==> config.mk <==
export PLATFORM = sky130hd
export DESIGN_NAME = serializer_sched_flat
export DESIGN_NICKNAME = d
export VERILOG_FILES = /design/src/rtl/serializer_sched_if.sv /design/src/rtl/serializer_sched.sv /design/src/flat_wrapper.sv
export SDC_FILE = /design/constraint.sdc
export NUM_CORES = 1
export LEC_CHECK = 0
export CAP_MARGIN = 40
export CELL_PAD_IN_SITES_DETAIL_PLACEMENT = 0
export CELL_PAD_IN_SITES_GLOBAL_PLACEMENT = 2
export CORE_ASPECT_RATIO = 0.5
export CORE_MARGIN = 3
export CORE_UTILIZATION = 28
export CTS_BUF_LIST = sky130_fd_sc_hd__clkbuf_4 sky130_fd_sc_hd__clkbuf_8 sky130_fd_sc_hd__clkbuf_16
export DETAILED_ROUTE_END_ITERATION = 8
export HOLD_SLACK_MARGIN = 0.06
export PLACE_DENSITY = 0.88
export SLEW_MARGIN = 20
export SYNTH_ARGS = -nofsm -noshare
export SYNTH_HDL_FRONTEND = slang
export SYNTH_SLANG_ARGS = --single-unit
==> constraint.sdc <==
create_clock -name clk_i -period 2.9 [get_ports clk_i]
set_input_delay 0.29 -clock clk_i [delete_from_list [all_inputs] [get_ports clk_i]]
set_output_delay 0.29 -clock clk_i [all_outputs]
set_load 0.005 [all_outputs]
==> src/rtl/serializer_sched_if.sv <==
// rtl/serializer_sched_if.sv - request and serializer bus bundle for serializer_sched
// Ports (named from the scheduler's point of view):
//   req_valid_i  [NUM_CH]     per-channel frame request
//   req_data_i   [NUM_CH*27]  channel k payload at [27k+26:27k]
//   req_ready_o  [NUM_CH]     one-hot grant
//   ser_start_o               one-cycle start pulse to the serializer
//   ser_data_o   [27]         captured payload, three {k, byte} symbols
//   ser_ena_i                 serializer symbol strobe
// Modports: slave = scheduler, master = requesters plus serializer.
interface serializer_sched_if #(
    parameter int NUM_CH = 2
);
    logic [NUM_CH-1:0]    req_valid_i;
    logic [NUM_CH*27-1:0] req_data_i;
    logic [NUM_CH-1:0]    req_ready_o;
    logic                 ser_start_o;
    logic [26:0]          ser_data_o;
    logic                 ser_ena_i;

    modport master (
        output req_valid_i,
        output req_data_i,
        output ser_ena_i,
        input  req_ready_o,
        input  ser_start_o,
        input  ser_data_o
    );

    modport slave (
        input  req_valid_i,
        input  req_data_i,
        input  ser_ena_i,
        output req_ready_o,
        output ser_start_o,
        output ser_data_o
    );
endinterface

==> src/rtl/serializer_sched.sv <==
// rtl/serializer_sched.sv - round-robin frame scheduler for the 27-bit symbol serializer
// Ports:
//   clk_i, rst_ni  clock (rising edge) and asynchronous active-low reset
//   en_i           allows new grants; an in-flight frame always completes
//   bus            serializer_sched_if.slave: requests, grant, serializer start/data/strobe
//   busy_o         high whenever the FSM is not IDLE
//   grant_id_o     channel index of the current or last frame
//   frame_done_o   one-cycle pulse after the 4th symbol strobe of a frame
//   frame_cnt_o    completed-frame count, wraps at 16 bits
module serializer_sched #(
    parameter int NUM_CH   = 2,
    parameter int GAP_SYMS = 1
) (
    input  logic                      clk_i,
    input  logic                      rst_ni,
    input  logic                      en_i,
    serializer_sched_if.slave         bus,
    output logic                      busy_o,
    output logic [$clog2(NUM_CH)-1:0] grant_id_o,
    output logic                      frame_done_o,
    output logic [15:0]               frame_cnt_o
);
    localparam int IDW = $clog2(NUM_CH);

    localparam logic [1:0] ST_IDLE  = 2'd0;
    localparam logic [1:0] ST_START = 2'd1;
    localparam logic [1:0] ST_WAIT  = 2'd2;
    localparam logic [1:0] ST_GAP   = 2'd3;

    localparam logic [3:0] GAP_LAST = (GAP_SYMS > 0) ? 4'(GAP_SYMS - 1) : 4'd0;

    logic [1:0]     state_q, state_d;
    logic [IDW-1:0] rr_q, rr_d;
    logic [IDW-1:0] grant_id_q, grant_id_d;
    logic [26:0]    data_q, data_d;
    logic [1:0]     sym_cnt_q, sym_cnt_d;
    logic [3:0]     gap_cnt_q, gap_cnt_d;
    logic           done_q, done_d;
    logic [15:0]    frame_cnt_q, frame_cnt_d;

    logic [IDW-1:0] sel_idx;
    logic [IDW-1:0] cand;
    logic           sel_found;
    logic           grant;

    // (base + offs) mod NUM_CH for offs < NUM_CH, also correct when NUM_CH is not a power of two
    function automatic logic [IDW-1:0] wrap_idx(input logic [IDW-1:0] base, input int offs);
        int s;
        s = int'(base) + offs;
        if (s >= NUM_CH) begin
            s = s - NUM_CH;
        end
        return IDW'(s);
    endfunction

    // First valid channel at or after the round-robin pointer
    always_comb begin
        sel_found = 1'b0;
        sel_idx   = '0;
        cand      = '0;
        for (int i = 0; i < NUM_CH; i++) begin
            cand = wrap_idx(rr_q, i);
            if (!sel_found && bus.req_valid_i[cand]) begin
                sel_found = 1'b1;
                sel_idx   = cand;
            end
        end
    end

    // Ready is gated by reset so the grant stays low while the block is held in reset
    assign grant = rst_ni && en_i && sel_found && (state_q == ST_IDLE);

    always_comb begin
        bus.req_ready_o = '0;
        if (grant) begin
            bus.req_ready_o[sel_idx] = 1'b1;
        end
    end

    always_comb begin
        state_d     = state_q;
        rr_d        = rr_q;
        grant_id_d  = grant_id_q;
        data_d      = data_q;
        sym_cnt_d   = sym_cnt_q;
        gap_cnt_d   = gap_cnt_q;
        done_d      = 1'b0;
        frame_cnt_d = frame_cnt_q;
        case (state_q)
            ST_IDLE: begin
                if (grant) begin
                    data_d     = bus.req_data_i[27*int'(sel_idx) +: 27];
                    grant_id_d = sel_idx;
                    rr_d       = wrap_idx(sel_idx, 1);
                    state_d    = ST_START;
                end
            end
            ST_START: begin
                // A strobe landing here belongs to no symbol of this frame
                sym_cnt_d = '0;
                state_d   = ST_WAIT;
            end
            ST_WAIT: begin
                if (bus.ser_ena_i) begin
                    sym_cnt_d = sym_cnt_q + 2'd1;
                    if (sym_cnt_q == 2'd3) begin
                        done_d      = 1'b1;
                        frame_cnt_d = frame_cnt_q + 16'd1;
                        gap_cnt_d   = '0;
                        state_d     = (GAP_SYMS == 0) ? ST_IDLE : ST_GAP;
                    end
                end
            end
            ST_GAP: begin
                if (bus.ser_ena_i) begin
                    gap_cnt_d = gap_cnt_q + 4'd1;
                    if (gap_cnt_q == GAP_LAST) begin
                        state_d = ST_IDLE;
                    end
                end
            end
            default: state_d = ST_IDLE;
        endcase
    end

    always_ff @(posedge clk_i or negedge rst_ni) begin
        if (!rst_ni) begin
            state_q     <= ST_IDLE;
            rr_q        <= '0;
            grant_id_q  <= '0;
            data_q      <= '0;
            sym_cnt_q   <= '0;
            gap_cnt_q   <= '0;
            done_q      <= 1'b0;
            frame_cnt_q <= '0;
        end else begin
            state_q     <= state_d;
            rr_q        <= rr_d;
            grant_id_q  <= grant_id_d;
            data_q      <= data_d;
            sym_cnt_q   <= sym_cnt_d;
            gap_cnt_q   <= gap_cnt_d;
            done_q      <= done_d;
            frame_cnt_q <= frame_cnt_d;
        end
    end

    assign bus.ser_start_o = (state_q == ST_START);
    assign bus.ser_data_o  = data_q;
    assign busy_o          = (state_q != ST_IDLE);
    assign grant_id_o      = grant_id_q;
    assign frame_done_o    = done_q;
    assign frame_cnt_o     = frame_cnt_q;
endmodule
==> src/flat_wrapper.sv <==
// flat-port wrapper written by rule: the top's interface ports become plain ports
module serializer_sched_flat 
#(
    parameter int NUM_CH   = 2,
    parameter int GAP_SYMS = 1
)
  (clk_i, rst_ni, en_i, busy_o, grant_id_o, frame_done_o, frame_cnt_o, bus_req_valid_i, bus_req_data_i, bus_ser_ena_i, bus_req_ready_o, bus_ser_start_o, bus_ser_data_o);
  serializer_sched_if #(.NUM_CH(NUM_CH)) bus_i ();
  input  logic clk_i;
  input  logic rst_ni;
  input  logic en_i;
  output logic busy_o;
  output logic [$clog2(NUM_CH)-1:0] grant_id_o;
  output logic frame_done_o;
  output logic [15:0] frame_cnt_o;
  input wire logic [$bits(bus_i.req_valid_i)-1:0] bus_req_valid_i;
  input wire logic [$bits(bus_i.req_data_i)-1:0] bus_req_data_i;
  input wire logic [$bits(bus_i.ser_ena_i)-1:0] bus_ser_ena_i;
  output wire logic [$bits(bus_i.req_ready_o)-1:0] bus_req_ready_o;
  output wire logic [$bits(bus_i.ser_start_o)-1:0] bus_ser_start_o;
  output wire logic [$bits(bus_i.ser_data_o)-1:0] bus_ser_data_o;
  assign bus_i.req_valid_i = bus_req_valid_i;
  assign bus_i.req_data_i = bus_req_data_i;
  assign bus_i.ser_ena_i = bus_ser_ena_i;
  assign bus_req_ready_o = bus_i.req_ready_o;
  assign bus_ser_start_o = bus_i.ser_start_o;
  assign bus_ser_data_o = bus_i.ser_data_o;
  serializer_sched #(.NUM_CH(NUM_CH), .GAP_SYMS(GAP_SYMS)) u_core (.clk_i(clk_i), .rst_ni(rst_ni), .en_i(en_i), .bus(bus_i), .busy_o(busy_o), .grant_id_o(grant_id_o), .frame_done_o(frame_done_o), .frame_cnt_o(frame_cnt_o));
endmodule
Yosys cells after proc, flatten, opt, wreduce, memory -nomap -nowiden
Index checks and enable logic that the tools add are counted.
Widths: inputs -> output; s select.
{ "word_totals": {"wordCells": 79, "input_bits": 60, "reg_bits": 54, "out_inout_bits": 49} }
{ "op_classes": {"n_lt_le_gt_ge": 7, "n_mul": 1, "n_mux": 29, "n_eq_ne": 9, "n_shift": 1, "addsub": 8, "n_reduce_logical": 16} }
{ "ops": {"columns": ["operator", "n"], "rows": [
  ["$shiftx 54x32->27", 1],
  ["$add 16x1->16 const B", 1],
  ["$mux 1", 15],
  ["$mux 2", 7],
  ["$mux 4", 3],
  ["$pmux 2 s4", 1],
  ["$pmux 4 s2", 1],
  ["$eq 2x2->1 const B", 3],
  ["$lt 1x2->1 const B", 3],
  ["$mul 5x1->6 const A", 1],
  ["$ne 2x1->1 const B", 3],
  ["$reduce_bool 2->1", 3],
  ["$logic_and 1x1->1", 5],
  ["$reduce_and 5->1", 1],
  ["$add 1x1->2 const B", 2],
  ["$add 4x1->4 const B", 1],
  ["$ge 2x2->1 const B", 2],
  ["$logic_not 4->1", 1],
  ["$ne 2x2->1 const B", 2],
  ["$pmux 2 s2", 1],
  ["$reduce_and 2->1", 2],
  ["$reduce_and 4->1", 1],
  ["$reduce_and 3->1", 1],
  ["$sub 1x1->1 const B", 3],
  ["other kinds (7)", 7]
]} }

Depth between registers and ports, before layout
Gate-level depths: netlist of the first run.
{ "depth": {"ltp_word": 13, "ltp_mapped": 8, "depth_no_buf": 6} }

Worst setup path before layout of the first run
OpenSTA, ideal clock, no wires.
{ "synth_path": {"path_type": "flip-flop to output port", "start": "reg u_core.state_q[0]", "end": "out bus_req_ready_o[0]", "slack_ns": 1.339, "t_arrival_ns": 1.271, "path_stages_with_launch": 7, "required_time_ns": 2.610, "path_buffers": 1, "cell_sequence": "dfrtp_1 inv_1 ha_1 inv_1 or2_1 buf_4 nor2b_1"} }
{ "synth_between": {"elab_chain_cells": 3} }
{ "synth_lines": {"columns": ["element", "line_no", "text"], "rows": [
  ["from (decl)", "serializer_sched.sv:32", "logic [1:0] state_q, state_d;"],
  ["from (signal assigned)", "serializer_sched.sv:137", "state_q <= state_d;"],
  ["$logic_not 2->1", "serializer_sched.sv:71", "assign grant = rst_ni && en_i && sel_found && (state_q == ST_IDLE);"],
  ["$logic_and 1x1->1", "serializer_sched.sv:71", null],
  ["$mux 2", "serializer_sched.sv:75", "if (grant) begin"],
  ["to (decl)", "flat_wrapper.sv:19", "output wire logic [$bits(bus_i.req_ready_o)-1:0] bus_req_ready_o;"]
]} }
Every way passes these cells.

Worst setup path after layout of the first run
{ "layout_path": {"start": "reg u_core.state_q[1]", "end": "out bus_req_ready_o[1]"} }
Same word-level chain as after synthesis.

==> results of run 1 <==
==> state kept, by name (all words and copies together) (netlist names) <==
register	flops
u_core.bus.ser_data_o	27
u_core.frame_cnt_o	16
u_core.frame_done_o	1
u_core.gap_cnt_q	4
u_core.grant_id_o	1
u_core.rr_q	1
u_core.state_q	2
u_core.sym_cnt_q	2
==> through the flow <==
step / setup WS, ns / instance area [um^2]
floorplan: 1.34 / 2660
global placement: 0.674 / 3820
detailed placement: 0.633 / 3820
CTS: 0.476 / 3960
global route: 0.392 / 3960
finish: 0.511 / 3960
==> power by group <==
group	switching [uW]	total [uW]	internal (uW)
Clock	252	587	335
Sequential	164	1180	1010
Combinational	508	1200	694
==> cell usage after synthesis (2+ instances only) <==
cell type / instances / share of area, %
buf_6: 4 / 1.7
xnor2_1: 9 / 3.0
buf_4: 3 / 0.85
nand2_1: 36 / 5.1
nor2_1: 6 / 0.85
o21ai_1: 10 / 1.9
a22o_1: 2 / 0.66
nor3_1: 2 / 0.38
nand2b_1: 2 / 0.47
buf_2: 2 / 0.38
o211ai_1: 2 / 0.57
inv_1: 11 / 1.6
nand4_2: 2 / 0.94
nand3_1: 6 / 1.1
nand4_1: 2 / 0.47
and3_1: 2 / 0.47
and2_1: 2 / 0.47
xor2_1: 7 / 2.3
o21ai_0: 23 / 4.3
mux2i_1: 28 / 11
ha_1: 9 / 4.2
dfrtp_1: 54 / 51
clkbuf_1: 3 / 0.42
==> worst max path at each step <==
stage	start	end	slack (ns)	cells past startpoint
final	u_core.state_q[1]	bus_req_ready_o[1]	0.51	6
after global routing	u_core.state_q[1]	bus_req_ready_o[1]	0.39	6
after CTS	u_core.state_q[1]	bus_req_ready_o[1]	0.48	6
after detailed placement	bus_req_valid_i[1]	bus_req_ready_o[1]	0.63	5
after global placement	bus_req_valid_i[1]	bus_req_ready_o[1]	0.67	5
after floorplan	u_core.state_q[0]	bus_req_ready_o[0]	1.34	6
==> critical path: stages (launching register included) <==
cell	delay (ns)
dfrtp_1	0.41
inv_1	0.13
ha_1	0.22
inv_1	0.08
or2_1	0.30
nor2_2	0.15
clkdlybuf4s50_1	0.51
==> cell type report <==
class	count	area, um^2	area share (%)
flip-flops and latches	54	1350	34.1
clock buffers	7	140	3.54
inverters	11	41.3	1.04
repair buffers	111	1100	27.7
multi-input cells	168	1190	29.9
well taps	117	146	3.69
==> per-layer routing <==
| layer | vias to the layer above | wire [um] | global-route usage (%) |
|---|---|---|---|
| li1 | 1056 | - | - |
| met1 | 1023 | 2710 | 15.2 |
| met2 | 44 | 3730 | 22.2 |
| met3 | 9 | 247 | 2.47 |
| met4 | 0 | 100 | 4.28 |
| met5 | - | 0 | 0 |
==> cell families (layout without fill, tap and decap cells) <==
family | after synthesis | after routing | synth area share, %
adders and majority gates | 9 | 9 | 4.24
buffers and inverters | 23 | 129 | 4.90
and+or+nand+nor | 69 | 69 | 13.8
AOI/OAI and AO/OA | 45 | 45 | 9.94
muxes | 29 | 29 | 11.0
xor gates and xnor gates | 16 | 16 | 5.28
DFF | 54 | 54 | 50.9
==> metrics, run 1 <==
sequential cell area fraction in the yosys report 50.9%; Fill cells 846; GRT overflow 0; Core Footprint 8950 um^2; Worst Setup End Kind output pin; total leakage power 0.00183 uW; DR pass1 iterations 5; status completed; Worst R2R End u_core.frame_cnt_o[9]; most common cell after layout, fill and taps aside clkdlybuf4s50_1; Final ANT Viol Nets 0; Clock Path Buffers 2; Post-Syn Instances 245; Final min period 2.39 ns; Syn Area/Cell 10.8 um^2; WHS 0.185 ns; antenna diode count 0; standard-cell rows 24; Final Util 44.3%; Die X 144 um; Layout area overhead 49.2%; Reg-to-Reg Start u_core.state_q[0]; #FFs+latches synth 54; FMAX 0.419 GHz; Top FF cell, synth dfrtp_1; Yosys cell types 41; Reg clk slew, reported paths 0.07 ns; initial antenna violation count 0; Critical Path Fanout Max 5; initial core utilization 29.7%; Final Hold Vio Count 0; vias per cell 4.56; synthesized cell area 2660 um^2; IO Port Bufs 108; critical path class register to output pin; setup TNS 0 ns; fraction of layout cells with a size suffix above 1 5.98%; total CTS buffers 5; Placed Cells 461; asr flop ratio synth 100%; HPWL Detailed 5400 um; GRT Total Usage 12.4%; max_slew headroom 54.2%; post-cts hold buffer count 0; worst endpoint required time 2.61 ns; Synth Net Count 314; final period utilization 82.4%; die area 10800 um^2; Max Slew Vio Count 0; Worst Setup Start Kind register; routability cong. 0.733; # setup viols final 0; RSZ-0062 raised after global routing no; Top-Level Pins 109; # clock sinks 54; clock root buffer clkbuf_16; global-route wire length before repair 10500 um; clock insertion delay at the later pin of the skew report 0.29 ns; Starting DRT DRC Count 84; Post-synth EDFFs 0; R2R depth 6; Final Skew 0.00747 ns; number of remaining DRC errors 0; DRT Wirelength 6780 um; pin count of the biggest net entering global routing 55; htree depth 2; reg2reg setup slack 1.05 ns; height of the die 74.9 um; synth warn 0; TritonCTS clock tree yes; most frequent cells in the layout clkdlybuf4s50_1, dfrtp_1, nand2_1; total power 2960 uW; CP arrival 2.10 ns; Setup Buffers After CTS 0; worst hold path type input port to asynchronous set/reset pin; vias in the first global route 2149; max_cap viols 0; post-CTS resize count 0; Final Non-Filler Cells 468; pwr dens 748 nW/um^2; total number of vias 2132; Max VDD drop 0.293 mV; worst slew pin tran 0.687 ns; Layout Nets 420; drt wl/cell 14.5 um
(Power assumes the default switching activity.)
==> run 2, diff against run 1 <==
CORE_UTILIZATION = 23   (was 28)
PLACE_DENSITY = 0.78   (was 0.88)
clock period = 2.1 ns   (was 2.9 ns; I/O delays follow)
==> metrics, run 2 (synthesized netlist as in run 1, its figures left out) <==
setup TNS 0 ns (unchanged); status completed (unchanged); DR pass1 iterations 4 (was 5); CP arrival 1.68 ns (was 2.10 ns); clock power share 21.9% (was 19.8%); clock root buffer clkbuf_16 (unchanged); total leakage power 0.00188 uW (was 0.00183 uW); Largest register FFs 27 (unchanged); RSZ-0062 raised after global routing no (unchanged); initial core utilization 23.9% (was 29.7%); R2R depth 6 (unchanged); GRT Total Usage 10.7% (was 12.4%); worst slew pin tran 0.686 ns (was 0.687 ns); Final min period 1.89 ns; post-cts hold buffer count 0 (unchanged); Max VDD drop 0.372 mV (was 0.293 mV); pwr dens 1050 nW/um^2 (was 748 nW/um^2); worst-path cell chain inv_2 > ha_2 > inv_1 > or2_1 > nor2_2 > dlygate4sd2_1 (was inv_1 > ha_1 > inv_1 > or2_1 > nor2_2 > clkdlybuf4s50_1); highest routed metal layer met4 (unchanged); height of the die 82.0 um (was 74.9 um); worst endpoint required time 1.89 ns (was 2.61 ns); Layout Nets 426 (was 420); critical path class register to output pin (unchanged); Reg power frac 38.0% (was 39.7%); antenna diode count 0 (unchanged); pin count of the biggest net entering global routing 57 (was 55); Routed met3 length 139 um (was 247 um); most common cell after layout, fill and taps aside clkdlybuf4s50_1 (unchanged); switching part of the total 30.8% (was 31.2%); drt wl/cell 14.1 um (was 14.5 um); FMAX 0.530 GHz; Layout area overhead 53.2% (was 49.2%); Final Skew 0.00339 ns (was 0.00747 ns); met2 WL post-DR 3780 um (was 3730 um); Reg-to-Reg Start u_core.state_q[0] (unchanged); Int Pwr 2950 uW (was 2040 uW); die area 13000 um^2 (was 10800 um^2); max_cap viols 0 (unchanged); Clock Path Buffers 2 (unchanged); clock insertion delay at the later pin of the skew report 0.29 ns (about the same); Placed Cells 493 (was 461); Final Hold Vio Count 0 (unchanged); DRT Wirelength 7110 um (was 6780 um); Final Non-Filler Cells 503 (was 468); Core Footprint 11100 um^2 (was 8950 um^2); Combinational Power Share 40.1% (was 40.5%); GRT overflow 0 (unchanged); DRT met1 WL 3100 um (was 2710 um); Top-Level Pins 109 (unchanged); max_slew headroom 54.3% (was 54.2%); worst hold path type input port to asynchronous set/reset pin (unchanged); HPWL Detailed 5630 um (was 5400 um); Worst Setup Start Kind register (unchanged); initial antenna violation count 0 (unchanged); fraction of layout cells with a size suffix above 1 8.66% (was 5.98%); vias per cell 4.27 (was 4.56); Critical Path Fanout Max 3 (was 5); global-route wire length before repair 11000 um (was 10500 um); standard-cell rows 27 (was 24); Reg clk slew, reported paths 0.07 ns (about the same); # setup viols final 0 (unchanged); Worst R2R End u_core.frame_cnt_o[9] (unchanged); vias in the first global route 2193 (was 2149); Die X 158 um (was 144 um); Max Slew Vio Count 0 (unchanged); reg2reg setup slack 0.31 ns (was 1.05 ns); htree depth 2 (unchanged); # clock sinks 54 (unchanged); Starting DRT DRC Count 53 (was 84); number of remaining DRC errors 0 (unchanged); Sw Pwr 1310 uW (was 924 uW); total number of vias 2149 (was 2132); total CTS buffers 5 (unchanged); final period utilization 89.9%; most frequent cells in the layout clkdlybuf4s50_1, dfrtp_1, nand2_1 (unchanged); routability cong. 0.800 (was 0.733); Final ANT Viol Nets 0 (unchanged); Worst Setup End Kind output pin (unchanged); TritonCTS clock tree yes (unchanged); CP max stage delay 0.40 ns (was 0.51 ns); slowest CP cell dfrtp_1 (was clkdlybuf4s50_1); IO Port Bufs 108 (unchanged)
run 2: layout make-up:
class / instances / area (um^2)
clock inverter: 3 / 40.0
multi-input combinational: 168 / 1190
tap: 145 / 181
fill: 1084 / 7050
inverter: 11 / 41.3
clock buffer: 5 / 125
sequential: 54 / 1350
timing repair buffer: 117 / 1140
run 2: per-layer routing:
layer / GRT usage [%] / up-vias
li1: - / 1060
met1: 13.0 / 1049
met2: 19.6 / 30
met3: 2.21 / 10
met4: 2.66 / 0
met5: 0 / -
run 2: what timing repair did:
action / CTS / global route
setup buffers: 2 / 0
gates resized for setup: 5 / 0
setup endpoints to repair: 2 / 0
run 2: power groups by stage:
stage / clock, uW / sequential (uW) / combinational [uW]
finish: 931 / 1620 / 1710
CTS: 962 / 1620 / 1740
detailed placement: 0 / 1650 / 1700
floorplan: 0 / 1640 / 715
global route: 1000 / 1680 / 1890
global placement: 0 / 1620 / 1660
run 2: worst max path at each step:
stage | startpoint | endpoint | slack [ns]
final | u_core.state_q[0] | bus_req_ready_o[1] | 0.21
after global routing | u_core.state_q[1] | bus_req_ready_o[1] | 0.11
after CTS | u_core.state_q[0] | bus_req_ready_o[1] | 0.21
after detailed placement | bus_req_valid_i[1] | bus_req_ready_o[1] | 0.14
after global placement | bus_req_valid_i[1] | bus_req_ready_o[1] | 0.17
after floorplan | u_core.state_q[0] | u_core.frame_cnt_o[9] | 0.57
run 2: per-stage QoR:
stage / setup WS [ns] / total power (uW) / utilization, % / area, um^2 / hold slack (ns)
after floorplan: 0.565 / 2350 / - / 2660 / -0.0856
after global routing: 0.107 / 4580 / 36.6 / 4070 / 0.132
final: 0.212 / 4260 / 36.6 / 4070 / 0.0776
after detailed placement: 0.144 / 3340 / 35.0 / 3890 / 0.425
after global placement: 0.171 / 3280 / 35.0 / 3890 / 0.403
after CTS: 0.210 / 4330 / 36.6 / 4070 / 0.109
run 2: critical path: cells and delay by family (launching register included):
family | cells | cell delay, ns
simple gates | 2 | 0.41
flops | 1 | 0.40
buf+inv | 3 | 0.38
fa+ha+maj | 1 | 0.19
